===== src/rtl/cluster_periph_arbiter.sv =====
// Purpose   : round-robin arbiter sharing one peripheral slave plug among NB_MASTERS core requesters,
//             with an in-order ID FIFO that routes each response back to the master that issued it.
// Latency   : request path is combinational (req/addr/data/gnt in the same cycle); responses are routed in the same cycle as r_valid_i.
// Backpress.: a stalled request (req_o & ~gnt_i) locks the selection; req_o drops while MAX_OUTSTANDING responses are pending.
// Ports     : clk_i/rst_ni clock and async active-low reset;
//             req_i/add_i/wen_i/wdata_i/be_i -> gnt_o, r_valid_o, r_rdata_o, r_opc_o on the master side;
//             req_o/add_o/wen_o/wdata_o/be_o/id_o <- gnt_i, r_valid_i, r_rdata_i, r_opc_i on the slave side;
//             outstanding_o is the pending-response count; resp_err_o is a sticky flag for responses that arrive with nothing pending.
module cluster_periph_arbiter #(
    parameter int NB_MASTERS      = 8,
    parameter int ADDR_WIDTH      = 32,
    parameter int DATA_WIDTH      = 32,
    parameter int MAX_OUTSTANDING = 2,
    localparam int BE_WIDTH       = DATA_WIDTH / 8,
    localparam int IDW            = $clog2(NB_MASTERS),
    localparam int CNTW           = $clog2(MAX_OUTSTANDING + 1)
) (
    input  logic                                   clk_i,
    input  logic                                   rst_ni,
    input  logic [NB_MASTERS-1:0]                  req_i,
    input  logic [NB_MASTERS-1:0][ADDR_WIDTH-1:0]  add_i,
    input  logic [NB_MASTERS-1:0]                  wen_i,
    input  logic [NB_MASTERS-1:0][DATA_WIDTH-1:0]  wdata_i,
    input  logic [NB_MASTERS-1:0][BE_WIDTH-1:0]    be_i,
    output logic [NB_MASTERS-1:0]                  gnt_o,
    output logic [NB_MASTERS-1:0]                  r_valid_o,
    output logic [DATA_WIDTH-1:0]                  r_rdata_o,
    output logic                                   r_opc_o,
    output logic                                   req_o,
    output logic [ADDR_WIDTH-1:0]                  add_o,
    output logic                                   wen_o,
    output logic [DATA_WIDTH-1:0]                  wdata_o,
    output logic [BE_WIDTH-1:0]                    be_o,
    output logic [IDW-1:0]                         id_o,
    input  logic                                   gnt_i,
    input  logic                                   r_valid_i,
    input  logic [DATA_WIDTH-1:0]                  r_rdata_i,
    input  logic                                   r_opc_i,
    output logic [CNTW-1:0]                        outstanding_o,
    output logic                                   resp_err_o
);

    localparam int PW = (MAX_OUTSTANDING > 1) ? $clog2(MAX_OUTSTANDING) : 1;

    logic [IDW-1:0]                       ptr_q, ptr_d;
    logic                                 lock_q, lock_d;
    logic [IDW-1:0]                       lock_id_q, lock_id_d;
    logic                                 err_q, err_d;
    logic [CNTW-1:0]                      cnt_q, cnt_d;
    logic [PW-1:0]                        wr_q, wr_d;
    logic [PW-1:0]                        rd_q, rd_d;
    logic [MAX_OUTSTANDING-1:0][IDW-1:0]  fifo_q, fifo_d;

    logic           full;
    logic           push;
    logic           pop;
    logic           found;
    logic [IDW-1:0] cand;
    logic [IDW-1:0] sel;

    function automatic logic [PW-1:0] wrap_inc(input logic [PW-1:0] p);
        return (p == PW'(MAX_OUTSTANDING - 1)) ? '0 : p + PW'(1);
    endfunction

    assign full = (cnt_q == CNTW'(MAX_OUTSTANDING));
    assign push = req_o & gnt_i;
    // A response with nothing pending is never routed; it only raises resp_err.
    assign pop  = r_valid_i & (cnt_q != '0);

    // Selection: a locked master keeps the plug while it still requests; if it
    // withdraws its request the lock is ignored and round-robin takes over.
    always_comb begin
        sel   = ptr_q;
        found = 1'b0;
        cand  = '0;
        if (lock_q && req_i[lock_id_q]) begin
            sel   = lock_id_q;
            found = 1'b1;
        end else begin
            for (int i = 0; i < NB_MASTERS; i++) begin
                cand = IDW'((int'(ptr_q) + i) % NB_MASTERS);
                if (!found && req_i[cand]) begin
                    sel   = cand;
                    found = 1'b1;
                end
            end
        end
    end

    always_comb begin
        req_o     = (|req_i) & ~full;
        add_o     = '0;
        wen_o     = 1'b0;
        wdata_o   = '0;
        be_o      = '0;
        id_o      = '0;
        gnt_o     = '0;
        r_valid_o = '0;
        r_rdata_o = '0;
        r_opc_o   = 1'b0;
        if (req_o) begin
            add_o   = add_i[sel];
            wen_o   = wen_i[sel];
            wdata_o = wdata_i[sel];
            be_o    = be_i[sel];
            id_o    = sel;
        end
        if (push) begin
            gnt_o[sel] = 1'b1;
        end
        if (pop) begin
            r_valid_o[fifo_q[rd_q]] = 1'b1;
            r_rdata_o               = r_rdata_i;
            r_opc_o                 = r_opc_i;
        end
    end

    always_comb begin
        ptr_d     = ptr_q;
        lock_d    = 1'b0;
        lock_id_d = lock_id_q;
        err_d     = err_q | (r_valid_i & (cnt_q == '0));
        cnt_d     = cnt_q;
        wr_d      = wr_q;
        rd_d      = rd_q;
        fifo_d    = fifo_q;

        if (push) begin
            ptr_d        = IDW'((int'(sel) + 1) % NB_MASTERS);
            fifo_d[wr_q] = sel;
            wr_d         = wrap_inc(wr_q);
        end else if (req_o) begin
            // Stalled by the slave: hold this master until the handshake.
            lock_d    = 1'b1;
            lock_id_d = sel;
        end

        if (pop) begin
            rd_d = wrap_inc(rd_q);
        end

        case ({push, pop})
            2'b10:   cnt_d = cnt_q + CNTW'(1);
            2'b01:   cnt_d = cnt_q - CNTW'(1);
            default: cnt_d = cnt_q;
        endcase
    end

    always_ff @(posedge clk_i or negedge rst_ni) begin
        if (!rst_ni) begin
            ptr_q     <= '0;
            lock_q    <= 1'b0;
            lock_id_q <= '0;
            err_q     <= 1'b0;
            cnt_q     <= '0;
            wr_q      <= '0;
            rd_q      <= '0;
            fifo_q    <= '0;
        end else begin
            ptr_q     <= ptr_d;
            lock_q    <= lock_d;
            lock_id_q <= lock_id_d;
            err_q     <= err_d;
            cnt_q     <= cnt_d;
            wr_q      <= wr_d;
            rd_q      <= rd_d;
            fifo_q    <= fifo_d;
        end
    end

    assign outstanding_o = cnt_q;
    assign resp_err_o    = err_q;

endmodule


===== config.mk =====
export PLATFORM = sky130hd
export DESIGN_NAME = cluster_periph_arbiter
export DESIGN_NICKNAME = d
export VERILOG_FILES = /design/src/rtl/cluster_periph_arbiter.sv
export SDC_FILE = /design/constraint.sdc
export NUM_CORES = 1
export LEC_CHECK = 0
export ABC_AREA = 1
export CORE_AREA = 3 3 280 282
export CTS_BUF_LIST = sky130_fd_sc_hd__clkbuf_2
export CTS_CLUSTER_DIAMETER = 150
export CTS_CLUSTER_SIZE = 14
export DETAILED_ROUTE_END_ITERATION = 10
export DIE_AREA = 0 0 283 285
export PLACE_DENSITY = 0.44
export SLEW_MARGIN = 20
export SYNTH_ARGS = -nofsm -noshare
export SYNTH_HDL_FRONTEND = slang
export SYNTH_SLANG_ARGS = --single-unit

===== constraint.sdc =====
create_clock -name clk_i -period 4.5 [get_ports clk_i]
set_clock_uncertainty 0.05 [all_clocks]
set_input_delay 0.45 -clock clk_i [delete_from_list [all_inputs] [get_ports clk_i]]
set_output_delay 0.45 -clock clk_i [all_outputs]
set_load 0.02 [all_outputs]

==> results.md <==
- GRT Max-Usage Layer: met2
- Max FO, Critical Path: 18
- Starting Density: 0.116
- Crit path DAT: roughly 3.7 ns
- Maxcap violations: 0
- RD Place Congestion: 0.857
- Most used cell, CP: nand2_1
- IO buf count: a little over 700
- Vias/cell: ~3.8
- Critical path's slowest cell: dfrtp_1
- Clock buffers created by TritonCTS: 3
- ANT nets after route: 0
- GR Layer Usage met1: 0.182
- H-Tree Depth: 1
- CP delay by family, top: simple AND/OR/NAND/NOR gates
- Area of the multi-input gates: a little over 0.006 mm²
- Count leader, synth: nand2_1
- Vias: roughly 14k
- Clock tree buffer depth: 2
- Hold Crit Class: flop to flop
- Startpoint Class: flop
- Final Max Tran Viols: 0
- Post-synth top area cell: nand2_1
- Yosys cell types: 36
- Clock slew at reported path FFs: between 0.15 and 0.2 ns
- Die width: about 280 µm
- Sequential share of the synthesized area: 0.0511
- Async SR Flop Fraction: 1.00
- Final wirelength: between 60000 and 70000 µm
- Routing usage on met3: 0.0253
- Worst setup EP type: output pin
- Leading cell types by count after synthesis: nand2_1, inv_1, nand3_1, o21ai_1, nor2_1
- CP required: 4.00 ns
- CTS root buffer: clkbuf_2
- Die Y: roughly 290 µm
- CTS tree: done
- Largest cells by area after synthesis: nand2_1, nand3_1, inv_1
- Die Area: 0.0807 mm²
- Met2 usage: 0.264
- CP cell instances: inv_2, ha_2, inv_4, nand3_1, nand3_2, nand2_4, nor2_4, nand4_1, nor2_4, nand3_2, buf_4, nand2_1, inv_1, nand2_1, nand2_1, o21ai_4, nor2_4, buf_12, buf_16, nand2_1, nand2_1, nor2_1, clkbuf_2
- WP buf/inv: 7
- Num rows: ~100
- Run status: finished, final reports clean
- Ys flop type: dfrtp_1
- Worst Tran Pin Value: 0.995 ns
- DP HPWL: 52500 µm
- Congestion Overflow GR: 0
- Final period util: 0.936
- Register cell area after layout: roughly 450 µm²
- Remaining DRCs: 0
- DRT Pass-1 Iters: 5
- Vias in the first global route: 13.6k
- Layout fillers: roughly 8.8k
- Initial antenna violation count: 9
- NumNets Final: between 3k and 4k
- Final setup violation count: 0
- Max_slew headroom: 0.329
- WS Path Type: flop to output pin
- DR WL/cell: between 15 and 20 µm
- Syn nets: around 2.5k
- Tot GR Track Use: 0.145
- Synth Instances: just under 2k
- First-pass GRT wire length: 88900 µm
- Syn-to-layout area delta: 101%
- Synthesized area per cell: approximately 4.6 µm²
- Clock Latency Late Sink: approximately 0.31 ns
- Post-synth EDFFs: 0
- Post-Syn Area: 0.00881 mm²
- Post-layout minimum cycle time: about 4.2 ns
- Clock sinks: 18
- Area fraction of the dominant cell type after synthesis: 0.277
- Number of hold violations in the final report: 0
- Core area: around 0.076 mm²
- CTS Hold Bufs: 0
- Synth Register Bits: 18
- Synth Warn #: 0
- Max Clk Rate: around 240 MHz
- Max incr delay on CP: 0.43 ns
- Layout cell share with drive strength beyond 1: 0.0789
- Setup Total Neg Slack: 0 ns
- DR iter-0 viols: 700
- Num ports: just over 700
- Largest net degree at the start of global routing: 70
==> placed cells by master, fill, tap and decap left out, drive strengths merged, types with 4 or more instances in the layout <==
cell type / synthesis / routed
clkbuf: 34 / 51
dlygate4sd2: 0 / 19
buf: 93 / 118
dfrtp: 18 / 18
o21ai: 229 / 229
nor2: 142 / 142
nand2: 659 / 659
ha: 4 / 4
nand4: 4 / 4
inv: 411 / 410
clkdlybuf4s15: 0 / 11
clkdlybuf4s50: 0 / 644
diode: 0 / 5
a21oi: 4 / 4
nand3: 315 / 315
==> timing repair <==
item,4_1_cts,5_1_grt
resized for setup,79,122
endpoints found under the hold margin,0,0
setup endpoints to repair,75,77
buffers inserted,2,8
gates cloned,1,3
pin swaps,1,1
==> sequential cells by signal (all words and copies together), names as in the netlist <==
signal and count:
outstanding_o 2, fifo_q 6, wr_q 1, rd_q 1, resp_err_o 1, lock_q 1, lock_id_q 3, ptr_q 3
==> kinds of logic after synthesis <==
family | after synthesis | synth area share
flops | 18 | 0.0511
fa+ha+maj | 4 | 0.00568
buf+inv | 539 | 0.264
mux | 1 | 0.00128
xor+xnor | 5 | 0.00497
compound gates | 240 | 0.139
simple gates | 1124 | 0.534
==> stage by stage <==
| step | cell area, µm² | setup WS, ns | hold slack, ns | util | cells |
|---|---|---|---|---|---|
| 6_report | 17700 | 0.287 | 0.431 | 0.234 | 3683 |
| 5_1_grt | 17700 | -0.0136 | 0.478 | 0.234 | 3683 |
| 3_3_place_gp | 17700 | -0.0878 | 0.390 | 0.233 | 3660 |
| 3_5_place_dp | 17700 | -0.155 | 0.401 | 0.233 | 3660 |
| 4_1_cts | 17700 | 0.00718 | 0.440 | 0.233 | 3667 |
| 2_1_floorplan | 8810 | 0.976 | 0.104 | - | 1931 |
==> layer usage <==
metal	vias up	share of wire
met1	6019	0.43
met2	465	0.50
met3	44	0.061
met5	-	0
li1	7313	-
met4	0	0.016
==> layout make-up <==
class | count | area share
clock inverters | 1 | 0.000212
diodes | 5 | 0.000705
flip-flops and latches | 18 | 0.0255
multi-input cells | 1374 | 0.346
repair buffers | 840 | 0.467
inverters | 412 | 0.0874
clock buffers | 3 | 0.000846
well taps | 1030 | 0.0727
==> path summary, 6_finish.rpt <==
kind | cells after the start | from | end | slack (ns)
worst min register to register | 1 | resp_err_o | resp_err_o | 0.43
max in group asynchronous | 1 | rst_ni | ptr_q[2] | 3.32
min in group asynchronous | 1 | rst_ni | lock_q | 0.53
worst max register to register | 21 | ptr_q[0] | ptr_q[2] | 1.15
worst min-delay path | 1 | resp_err_o | resp_err_o | 0.43
worst max-delay path | 23 | ptr_q[0] | wdata_o[27] | 0.29
Power is not shown: default switching activity piles up to over one toggle a cycle in this logic, so the estimate is an artifact.
